==> src/rtl/mac_pkg.sv <==
// ---------------------------------------------------------------------------
// mac_pkg
// Shared definitions for the systolic MAC processing element.
//   DEFAULT_DATA_W / DEFAULT_ACC_W : default operand and partial-sum widths
//   psum_t                         : partial-sum word at the default width
//   sat_add()                      : width-generic add with overflow detect
//                                    and optional clamp, returns {ovf, sum}
// ---------------------------------------------------------------------------
`timescale 1ns/1ps
package mac_pkg;

    localparam int DEFAULT_DATA_W = 8;
    localparam int DEFAULT_ACC_W  = 24;
    localparam int MAX_ACC_W      = 64;

    typedef logic [DEFAULT_ACC_W-1:0] psum_t;
    typedef logic [MAX_ACC_W-1:0]     wide_t;

    typedef struct packed {
        logic  ovf;
        wide_t sum;
    } sat_result_t;

    // Operands live in the low acc_w bits of a wide word. The sum is formed
    // one bit wider than acc_w so the unsigned carry is directly visible.
    // The signed rule is the classic "same-sign operands, different-sign
    // result" test; the clamp direction follows the operand sign.
    function automatic sat_result_t sat_add(input wide_t a,
                                            input wide_t b,
                                            input int    acc_w,
                                            input logic  signed_mode,
                                            input logic  saturate);
        logic [MAX_ACC_W:0] raw;
        wide_t              mask;
        wide_t              max_pos;
        wide_t              min_neg;
        wide_t              clamp;
        logic               sa;
        logic               sb;
        logic               sr;
        sat_result_t        r;

        mask    = (acc_w >= MAX_ACC_W) ? '1 : ((wide_t'(1) << acc_w) - wide_t'(1));
        max_pos = mask >> 1;
        min_neg = mask ^ max_pos;
        raw     = {1'b0, a & mask} + {1'b0, b & mask};
        sa      = a[acc_w-1];
        sb      = b[acc_w-1];
        sr      = raw[acc_w-1];

        if (signed_mode) begin
            r.ovf = (sa == sb) && (sr != sa);
            clamp = sa ? min_neg : max_pos;
        end else begin
            r.ovf = raw[acc_w];
            clamp = mask;
        end

        r.sum = (r.ovf && saturate) ? clamp : (raw[MAX_ACC_W-1:0] & mask);
        return r;
    endfunction

endpackage

==> src/rtl/mac_sat_adder.sv <==
// ---------------------------------------------------------------------------
// mac_sat_adder
// Combinational stage-2 adder of the MAC PE: adds the extended product to the
// incoming partial sum, flags overflow and optionally clamps.
// Ports:
//   a    in  ACC_W  extended product
//   b    in  ACC_W  partial sum
//   sum  out ACC_W  clamped or wrapped result
//   ovf  out 1      overflow occurred for this addition
// ---------------------------------------------------------------------------
`timescale 1ns/1ps
module mac_sat_adder
    import mac_pkg::*;
#(
    parameter int ACC_W    = DEFAULT_ACC_W,
    parameter int SIGNED   = 0,
    parameter int SATURATE = 1
) (
    input  logic [ACC_W-1:0] a,
    input  logic [ACC_W-1:0] b,
    output logic [ACC_W-1:0] sum,
    output logic             ovf
);

    sat_result_t res;

    always_comb begin
        res = sat_add(wide_t'(a), wide_t'(b), ACC_W, (SIGNED != 0), (SATURATE != 0));
    end

    assign sum = ACC_W'(res.sum);
    assign ovf = res.ovf;

endmodule

==> src/rtl/mac_pe_param.sv <==
// ---------------------------------------------------------------------------
// mac_pe_param
// Parametrised systolic processing element: psum_out = psum_in + a_in * w.
// Double-buffered weights, 2-stage pipeline, optional saturation, valid
// tracking. Activations go east, weights and partial sums go south.
// Ports:
//   clk, rst        clock, synchronous active-high reset
//   a_in/a_valid_in activation from west and MAC qualifier
//   psum_in         partial sum from north
//   w_in            weight from north preload chain
//   w_load/w_swap   capture into shadow / promote shadow to active
//   sat_clr         clear sticky sat_flag
//   a_out/a_valid_out registered activation to east
//   w_out           shadow weight to south
//   psum_out/psum_valid_out  MAC result and its "new this cycle" strobe
//   sat_flag        sticky overflow indicator
// ---------------------------------------------------------------------------
`timescale 1ns/1ps
module mac_pe_param
    import mac_pkg::*;
#(
    parameter int DATA_W   = DEFAULT_DATA_W,
    parameter int ACC_W    = DEFAULT_ACC_W,
    parameter int SIGNED   = 0,
    parameter int SATURATE = 1
) (
    input  logic              clk,
    input  logic              rst,
    input  logic [DATA_W-1:0] a_in,
    input  logic              a_valid_in,
    input  logic [ACC_W-1:0]  psum_in,
    input  logic [DATA_W-1:0] w_in,
    input  logic              w_load,
    input  logic              w_swap,
    input  logic              sat_clr,
    output logic [DATA_W-1:0] a_out,
    output logic              a_valid_out,
    output logic [DATA_W-1:0] w_out,
    output logic [ACC_W-1:0]  psum_out,
    output logic              psum_valid_out,
    output logic              sat_flag
);

    logic [DATA_W-1:0]   shadow_w;
    logic [DATA_W-1:0]   active_w;
    logic [2*DATA_W-1:0] prod_next;
    logic [2*DATA_W-1:0] prod;
    logic [ACC_W-1:0]    psum_s1;
    logic [ACC_W-1:0]    prod_ext;
    logic [ACC_W-1:0]    sum;
    logic                v1;
    logic                ovf;

    // Operands are widened to the full product width before multiplying so
    // the product is exact in both signed and unsigned modes.
    generate
        if (SIGNED != 0) begin : g_signed
            logic signed [2*DATA_W-1:0] a_ext;
            logic signed [2*DATA_W-1:0] w_ext;
            assign a_ext     = (2*DATA_W)'($signed(a_in));
            assign w_ext     = (2*DATA_W)'($signed(active_w));
            assign prod_next = a_ext * w_ext;
            assign prod_ext  = ACC_W'($signed(prod));
        end else begin : g_unsigned
            logic [2*DATA_W-1:0] a_ext;
            logic [2*DATA_W-1:0] w_ext;
            assign a_ext     = (2*DATA_W)'(a_in);
            assign w_ext     = (2*DATA_W)'(active_w);
            assign prod_next = a_ext * w_ext;
            assign prod_ext  = ACC_W'(prod);
        end
    endgenerate

    mac_sat_adder #(
        .ACC_W    (ACC_W),
        .SIGNED   (SIGNED),
        .SATURATE (SATURATE)
    ) u_adder (
        .a   (prod_ext),
        .b   (psum_s1),
        .sum (sum),
        .ovf (ovf)
    );

    // Weight double buffer: a simultaneous load and swap promotes the old
    // shadow value while the shadow captures the new one.
    always_ff @(posedge clk) begin
        if (rst) begin
            shadow_w <= '0;
            active_w <= '0;
        end else begin
            if (w_load) shadow_w <= w_in;
            if (w_swap) active_w <= shadow_w;
        end
    end

    assign w_out = shadow_w;

    always_ff @(posedge clk) begin
        if (rst) begin
            a_out       <= '0;
            a_valid_out <= 1'b0;
        end else begin
            a_out       <= a_in;
            a_valid_out <= a_valid_in;
        end
    end

    // Stage 1 uses the active weight as it was before this edge, so a swap
    // in the same cycle only affects later MACs. Data regs hold when idle.
    always_ff @(posedge clk) begin
        if (rst) begin
            prod    <= '0;
            psum_s1 <= '0;
            v1      <= 1'b0;
        end else begin
            v1 <= a_valid_in;
            if (a_valid_in) begin
                prod    <= prod_next;
                psum_s1 <= psum_in;
            end
        end
    end

    always_ff @(posedge clk) begin
        if (rst) begin
            psum_out       <= '0;
            psum_valid_out <= 1'b0;
        end else begin
            psum_valid_out <= v1;
            if (v1) psum_out <= sum;
        end
    end

    // Overflow is only meaningful for a real MAC; the held stage-1 values
    // would otherwise keep re-setting the flag after a clear. Set wins.
    always_ff @(posedge clk) begin
        if (rst) begin
            sat_flag <= 1'b0;
        end else if (v1 && ovf) begin
            sat_flag <= 1'b1;
        end else if (sat_clr) begin
            sat_flag <= 1'b0;
        end
    end

endmodule
==> config.mk <==
export PLATFORM = sky130hd
export DESIGN_NAME = mac_pe_param
export DESIGN_NICKNAME = d
export VERILOG_FILES = /design/src/rtl/mac_pkg.sv /design/src/rtl/mac_sat_adder.sv /design/src/rtl/mac_pe_param.sv
export SDC_FILE = /design/constraint.sdc
export NUM_CORES = 1
export LEC_CHECK = 0
export ABC_AREA = 1
export CORE_ASPECT_RATIO = 1.1
export CORE_UTILIZATION = 35
export CTS_BUF_LIST = sky130_fd_sc_hd__clkbuf_2
export CTS_CLUSTER_DIAMETER = 100
export DETAILED_ROUTE_END_ITERATION = 12
export GPL_TIMING_DRIVEN = 0
export HOLD_SLACK_MARGIN = 0.02
export PLACE_DENSITY = 0.63
export SLEW_MARGIN = 20
export SYNTH_ARGS = -nofsm -noshare
export SYNTH_HDL_FRONTEND = slang
export SYNTH_SLANG_ARGS = --single-unit
==> constraint.sdc <==
create_clock -name clk -period 8.4 [get_ports clk]
set_input_delay 1.26 -clock clk [delete_from_list [all_inputs] [get_ports clk]]
set_output_delay 1.26 -clock clk [all_outputs]
set_load 0.02 [all_outputs]
# After elaboration in Yosys (flattened, before gate mapping)
# Index checks and enable logic that the tools add are counted.
[totals]
latchBits = 0
memories = 0
romBits = 0
ram_bits = 0
inputBits = 46
regBits = 91
[op_classes]
addsub = 1
n_shift = 0
div_mod_pow = 0
n_eq_ne = 0
reduce_logical = 2
n_lt_le_gt_ge = 0
mux = 3
bitwise_logic = 0
multipliers = 1
[op_table]
columns = ["operator", "n"]
rows = [
  ["16-bit by 24-bit adder with 25-bit output", 1],
  ["24-bit 2-to-1 mux", 1],
  ["8-bit by 8-bit multiplier with 16-bit output", 1],
  ["1-bit 2-to-1 mux", 2],
  ["2-bit nonzero test", 1],
  ["1-bit logical AND", 1],
]

# Depth between registers and ports, before layout
# Gate-level depths: netlist of run 1.
[depth]
depth_word = 3
depth_mapped = 21

# Hierarchy
# From an unflattened synthesis of run 1, not the netlist that was laid out.
[hier_totals]
cells_unflattened = 1154
hier_area_um2 = 7453.4
[by_module_without_submodules]
columns = ["mod", "cells_each", "area_each_um2", "seq_area_each_um2", "instances"]
rows = [
  ["mac_pe_param", 761, 5452.7, 1821.7, 1],
  ["mac_sat_adder", 393, 2000.7, 0.0, 1],
]

# Worst setup path after synthesis of run 1
# Ideal clock, no wire load.
[synth_path]
kind = "input to register"
from = "in a_in[0]"
to = "reg prod[10]"
cell_stages = 17
slack_ns = 3.373
arrival_ns = 4.971
required_time_ns = 8.344
cell_sequence = "clkbuf_1 -> nand2_1 -> fa_1 -> fa_1 -> inv_1 -> fa_1 -> inv_1 -> fa_1 -> inv_1 -> ha_1 -> a21oi_1 -> o21ai_0 -> a21o_1 -> or2_2 -> nand3_1 -> nand2_1 -> inv_1"
[synth_via]
elab_chain_cells = 1
[synth_lines]
columns = ["element", "line_no", "source"]
rows = [
  ["from (decl)", "mac_pe_param.sv:29", "input logic [DATA_W-1:0] a_in,"],
  ["8-bit by 8-bit multiplier with 16-bit output", "mac_pe_param.sv:69", "assign prod_next = a_ext * w_ext;"],
  ["to (signal assigned)", "mac_pe_param.sv:119", "prod <= prod_next;"],
  ["to (decl)", "mac_pe_param.sv:47", "logic [2*DATA_W-1:0] prod;"],
]
# No other way between the ends.
# A chain may end at the register's enable or synchronous reset.

# Worst setup path in the final report of run 1
# Ends and elaborated chain as after synthesis.

==> results of run 1 <==
-- through the flow --
stage	power [mW]	cell area, sq um	utilization [%]	worst slack (ps)	std cells
after CTS	1.11	8100	42.2	3650	1385
after global routing	1.17	8100	42.3	3410	1386
after floorplan	0.747	6870	-	3370	1042
after detailed placement	0.873	7980	41.7	2970	1369
final	1.09	8100	42.3	3650	1386
after global placement	0.869	7980	41.7	2970	1369
-- worst max-delay path, stage by stage --
cell and delay [ps]:
clkbuf_1 360, nand2_1 150, fa_1 530, fa_1 550, inv_1 60, fa_1 530, inv_1 50, fa_1 530
inv_1 40, ha_1 350, a21oi_1 170, o21ai_0 120, a21o_1 200, or2_2 270, nand3_1 70, nand2_1 60
inv_1 40
-- cell families after synthesis --
kind of cell    synth area share, %
compound gates                 8.81
xor+xnor                       1.91
fa+ha+maj                      20.2
buf+inv                        13.5
flops                          26.5
simple gates                   29.1
-- power breakdown --
| part | total (mW) | switching, mW | internal [mW] | leakage (nW) |
|---|---|---|---|---|
| Sequential | 0.485 | 0.0199 | 0.465 | 0.754 |
| Clock | 0.231 | 0.183 | 0.0487 | 0.0713 |
| Combinational | 0.378 | 0.231 | 0.147 | 3.56 |
| Total | 1.09 | 0.434 | 0.661 | 4.39 |
-- path summary, 6_finish.rpt --
| kind | start | end | slack, ps | cells past startpoint |
|---|---|---|---|---|
| setup reg to reg | active_w[6]$_SDFFE_PP0P_ | prod[10]$_SDFFE_PP0P_ | 3910 | 17 |
| hold reg to reg | prod[0]$_SDFFE_PP0P_ | prod[0]$_SDFFE_PP0P_ | 490 | 2 |
| hold / removal | prod[0]$_SDFFE_PP0P_ | prod[0]$_SDFFE_PP0P_ | 490 | 2 |
| setup / recovery | a_in[0] | prod[10]$_SDFFE_PP0P_ | 3650 | 17 |
-- registers in the layout (all words and copies together) (netlist names) --
name,count
active_w,8
psum_s1,24
psum_valid_out,1
sat_flag,1
w_out,8
prod,16
psum_out,24
a_out,8
v1,1
-- metal layers --
layer	global-route usage, %	up-vias	wire length (um)
met5	0	-	0
met4	6.97	0	442
met3	2.34	26	566
met2	34.9	105	9420
met1	23.0	2932	8140
li1	-	3328	-
-- layout by cell type (no fill, tap or decap) --
| cell type | netlist | final |
|---|---|---|
| inv_1 | 204 | 204 |
| nand4_1 | 6 | 6 |
| dfxtp_1 | 91 | 91 |
| clkinv_1 | 1 | 1 |
| xor2_1 | 12 | 12 |
| nor2_2 | 16 | 16 |
| o21bai_1 | 1 | 1 |
| buf_12 | 1 | 1 |
| clkdlybuf4s50_1 | 0 | 80 |
| nor3_1 | 4 | 4 |
| buf_1 | 1 | 1 |
| ha_1 | 52 | 52 |
| o21ai_0 | 79 | 79 |
| or2_2 | 4 | 4 |
| diode_2 | 0 | 1 |
| nand2_2 | 5 | 5 |
| o31ai_1 | 1 | 1 |
| clkbuf_2 | 0 | 9 |
| clkinv_4 | 0 | 2 |
| fa_1 | 37 | 37 |
| nand2_4 | 2 | 2 |
| inv_6 | 0 | 3 |
| xnor2_1 | 3 | 3 |
| nand3_1 | 40 | 40 |
| nor2_1 | 168 | 168 |
| clkbuf_1 | 35 | 35 |
| o211ai_1 | 1 | 1 |
| a31oi_1 | 2 | 2 |
| inv_8 | 0 | 2 |
| nor2_4 | 1 | 1 |
| a21o_1 | 1 | 1 |
| nand2_1 | 238 | 238 |
| nand3b_1 | 2 | 2 |
| and2_1 | 2 | 2 |
| o21ai_2 | 2 | 2 |
| a21oi_1 | 30 | 30 |
-- final cells by class --
cell class	count	area, sq um	share of cell area, %
Tap cell	247	309	3.82
Inverter	205	769	9.50
Buffer	37	155	1.92
Timing Repair Buffer	80	801	9.89
Multi-Input combinational cell	709	4130	51.0
Sequential cell	91	1820	22.5
Clock buffer	9	45.0	0.556
Antenna cell	1	2.50	0.0309
Clock inverter	7	66.3	0.819
==> reports/qor.txt, run 1 <==
Outcome - finished, final reports clean
Crit path kind - input pin to flip-flop
Drc violations - 0
I/O Buffers - 80
Routed vias - 6391
Slew headroom - 58.6%
Total GRT Usage - 19.2%
Final setup vio count - 0
Global-route wire length before repair - 30.0 mm
RSZ-0062 raised after global routing - false
Worst Tran Pin Value - 621 ps
Final HPWL DP - 15.1 mm
Max Cap Violations - 0
Clk root buf - clkbuf_2
Crit Path Max Fanout - 9
Resized Gates After CTS - 0
Die Area - 0.0202 sq mm
DRT iter0 DRCs - 277
Post-Syn Area - 0.00687 sq mm
Maximum VDD drop - 0.0651 mV
Drt wl/cell - 13.4 um
GRT Residual Overflow - 0
Maximum buffer depth of the clock tree - 2
Vias per inst - 4.61
Clk_skew - 23.6 ps
Final ANT Viol Nets - 0
WL final - 18.6 mm
Skew-Pair Late Insertion Delay - 640 ps
Max Slew Vio Count - 0
Drt first pass iters - 7
Synth async-reset ratio - 0%
FP Rows - 53
Hold Vio Cnt, Final - 0
Ys Warns - 0
Clock transition at path regs - 270 ps
Area leader, netlist - dfxtp_1
Part of the cycle the worst path needs - 56.5%
CP required - 9000 ps
Gpl congestion - 0.935
Achievable clock frequency - 0.211 GHz
Worst setup SP type - input pin
Min Tclk post-route - 4750 ps
Setup TNS - 0 ps
NumNets Final - 1268
Vias in the first global route - 6102
Post-CTS Setup Bufs - 0
Die Ht - 149 um
Die width - 136 um
Synthesized instance count - 1042
Synth unique cells - 30
Pwr Density - 135 mW/mm^2
Sequential share of the synthesized area - 26.5%
Crit path DAT - 5350 ps
Seq cells post-synth - 91
Filler cell count - 2108
Top cells by area, synth - dfxtp_1 27%, nand2_1 13%, inv_1 11%, fa_1 11%, ha_1 9.5%
Core Area - 0.0192 sq mm
Post-Syn Nets - 1177
Largest net degree at the start of global routing - 19
Leakage - 4.39 nW
Most common cell in the netlist - nand2_1
Final hold slack - 494 ps
CTS tree - built
IO Count - 89
Hold crit path type - flip-flop to flip-flop
Post-synth EDFFs - 0
Fraction of layout cells with a size suffix above 1 - 4.13%
Post-Syn Area per Cell - 6.60 sq um
Layout area overhead - 17.8%
Top cell type's share of synthesized area - 26.5%
Initial antenna violation count - 1
Starting Density - 35.9%
CTS Hold Buffers Added - 0
Num CTS Buffers - 9
CTS Sinks - 91
H-tree levels - 3
Top FF cell, synth - dfxtp_1
Commonest cells in the synthesized netlist - 238 x nand2_1, 204 x inv_1, 168 x nor2_1
Critical Path Sink Type - flip-flop
(Power assumes the default switching activity.)
==> run 2, diff against run 1 <==
==> constraint.sdc (replaced) <==
create_clock -name clk -period 4.4 [get_ports clk]
set_input_delay 0.66 -clock clk [delete_from_list [all_inputs] [get_ports clk]]
set_output_delay 0.66 -clock clk [all_outputs]
set_load 0.02 [all_outputs]
==> run 2 against run 1 <==
Effect of this change: core utilization increased by 0.18 points; die area unchanged; clock skew increased by 8.2 ps; highest routed layer unchanged.
==> reports/qor.txt, run 2 (synthesis results as in run 1) <==
# placed instances - 1369 (unchanged)
Max Slew Vio Count - 0 (unchanged)
Routed vias - 6388 (was 6391)
NumNets Final - 1264 (was 1268)
Initial antenna violation count - 1 (unchanged)
Final setup vio count - 0 (unchanged)
Fraction of layout cells with a size suffix above 1 - 5.20% (was 4.13%)
Maximum buffer depth of the clock tree - 2 (unchanged)
RSZ-0062 raised after global routing - false (unchanged)
Vias in the first global route - 5973 (was 6102)
Hold Vio Cnt, Final - 0 (unchanged)
Hold crit path type - input pin to flip-flop (was flip-flop to flip-flop)
Part of the cycle the worst path needs - 94.0%
Final HPWL DP - 14.9 mm (was 15.1 mm)
Pwr Density - 260 mW/mm^2 (was 135 mW/mm^2)
FP Rows - 53 (unchanged)
Drt wl/cell - 13.2 um (was 13.4 um)
Leakage - 4.41 nW (was 4.39 nW)
Setup TNS - 0 ps (unchanged)
Die Ht - 149 um (unchanged)
Worst setup SP type - flip-flop (was input pin)
Min Tclk post-route - 4140 ps
Maximum VDD drop - 0.106 mV (was 0.0651 mV)
R2R depth - 16 (was 17)
Drt first pass iters - 5 (was 7)
H-tree levels - 3 (unchanged)
Critical Path Sink Type - flip-flop (unchanged)
Total GRT Usage - 18.8% (was 19.2%)
Most frequent cells in the layout - 238 x nand2_1, 204 x inv_1, 168 x nor2_1, 85 x dfxtp_1, 80 x clkdlybuf4s50_1 (was 238 x nand2_1, 204 x inv_1, 168 x nor2_1, 91 x dfxtp_1, 80 x clkdlybuf4s50_1)
Achievable clock frequency - 0.242 GHz
Reg-to-reg slack, setup - 260 ps (was 3910 ps)
Clk_skew - 31.8 ps (was 23.6 ps)
Largest net degree at the start of global routing - 20 (was 19)
Drc violations - 0 (unchanged)
Final Non-Filler Cells - 1382 (was 1386)
I/O Buffers - 80 (unchanged)
Crit Path Max Fanout - 9 (unchanged)
Crit path kind - flip-flop to flip-flop (was input pin to flip-flop)
Num CTS Buffers - 9 (unchanged)
Hold path startpoint - a_in[1] (was prod[0]$_SDFFE_PP0P_)
Slew headroom - 57.9% (was 58.6%)
GRT Residual Overflow - 0 (unchanged)
CTS tree - built (unchanged)
Layout area overhead - 18.3% (was 17.8%)
CP required - 5010 ps (was 9000 ps)
Reg-to-reg endpoint - prod[10]$_SDFFE_PP0P_ (unchanged)
Hold Path Sink - a_out[1]$_SDFF_PP0_ (was prod[0]$_SDFFE_PP0P_)
Starting Density - 35.9% (unchanged)
Gpl congestion - 0.938 (was 0.935)
DRT iter0 DRCs - 320 (was 277)
Global-route wire length before repair - 29.4 mm (was 30.0 mm)
Largest registers - psum_out (24), psum_s1 (24), prod (16) (unchanged)
CTS Hold Buffers Added - 0 (unchanged)
Outcome - finished, final reports clean (unchanged)
Die width - 136 um (unchanged)
CTS Sinks - 91 (unchanged)
Final Power - 2.11 mW (was 1.09 mW)
Worst Tran Pin Value - 632 ps (was 621 ps)
Hold path cells - 3 (was 2)
Die Area - 0.0202 sq mm (unchanged)
Vias per inst - 4.62 (was 4.61)
Skew-Pair Late Insertion Delay - 650 ps (was 640 ps)
RR Startpoint - active_w[7]$_SDFFE_PP0P_ (was active_w[6]$_SDFFE_PP0P_)
Commonest non-fill, non-tap cell in the layout - nand2_1 (unchanged)
Crit path DAT - 4750 ps (was 5350 ps)
Clk root buf - clkbuf_2 (unchanged)
Clock transition at path regs - 320 ps (was 270 ps)
WL final - 18.2 mm (was 18.6 mm)
Max Cap Violations - 0 (unchanged)
IO Count - 89 (unchanged)
Final hold slack - 290 ps (was 494 ps)
Core Area - 0.0192 sq mm (unchanged)
Final ANT Viol Nets - 0 (unchanged)
==> run 2: timing repair <==
action,CTS,global route
hold endpoints to repair,0,0
gates resized for setup,2,11
endpoints found under the setup margin,5,8
setup buffers,0,2
==> run 2: through the flow <==
stage          setup slack, ps  utilization, %  area (sq um)
2_1_floorplan             35.2               -          6880
3_3_place_gp              -469            41.7          7990
3_5_place_dp              -467            41.7          7990
4_1_cts                   11.6            42.2          8090
5_1_grt                   13.7            42.4          8130
6_report                   264            42.4          8130
==> run 2: critical path, stage by stage, from the launching register on <==
cell	delay, ps
dfxtp_4	480
nand2_1	90
fa_1	520
fa_1	540
inv_1	60
fa_1	530
inv_1	60
fa_1	520
inv_1	40
ha_1	340
a21oi_1	210
o21ai_1	100
a21o_1	170
or2_2	260
nand3_1	70
nand2_1	50
inv_1	40
==> run 2: worst max path at each step <==
stage	startpoint	end	slack [ps]	depth (start not counted)
after global routing	active_w[4]$_SDFFE_PP0P_	prod[15]$_SDFFE_PP0P_	10	18
after floorplan	a_in[2]	prod[10]$_SDFFE_PP0P_	40	17
after CTS	active_w[7]$_SDFFE_PP0P_	prod[10]$_SDFFE_PP0P_	10	16
final	active_w[7]$_SDFFE_PP0P_	prod[10]$_SDFFE_PP0P_	260	16
after global placement	a_in[2]	prod[10]$_SDFFE_PP0P_	-470	17
after detailed placement	a_in[3]	prod[10]$_SDFFE_PP0P_	-470	17
==> run 2: area by class of cell <==
type	instances	area, sq um
flip-flops and latches	91	1840
well taps	247	309
multi-input cells	709	4140
repair buffers	82	816
fillers	2069	11000
clock inverters	7	81.3
clock buffers	9	45.0
plain buffers	31	135
diodes	1	2.50
inverters	205	769
==> run 2: power breakdown <==
group	total [mW]	switching (mW)	leakage (nW)	internal, mW
sequential	0.935	0.0470	0.757	0.888
clock	0.458	0.359	0.0765	0.0994
combinational	0.717	0.435	3.57	0.282
total	2.11	0.841	4.41	1.27
==> run 2: routing by layer <==
layer | wire [um] | track usage, %
met3 | 634 | 2.51
met1 | 7930 | 22.7
met2 | 9180 | 33.4
met4 | 450 | 7.53
met5 | 0 | 0
==> run 3, diff against run 2 <==
--- a/config.mk
+++ b/config.mk
@@ -9,7 +9,7 @@
 export CORE_ASPECT_RATIO = 1.1
 export CORE_UTILIZATION = 35
 export CTS_BUF_LIST = sky130_fd_sc_hd__clkbuf_2
-export CTS_CLUSTER_DIAMETER = 100
+export CTS_CLUSTER_DIAMETER = 150
 export DETAILED_ROUTE_END_ITERATION = 12
 export GPL_TIMING_DRIVEN = 0
 export HOLD_SLACK_MARGIN = 0.02
==> results of run 3 <==
Same layout as run 2: the final DEF is identical, and so are final timing and power.
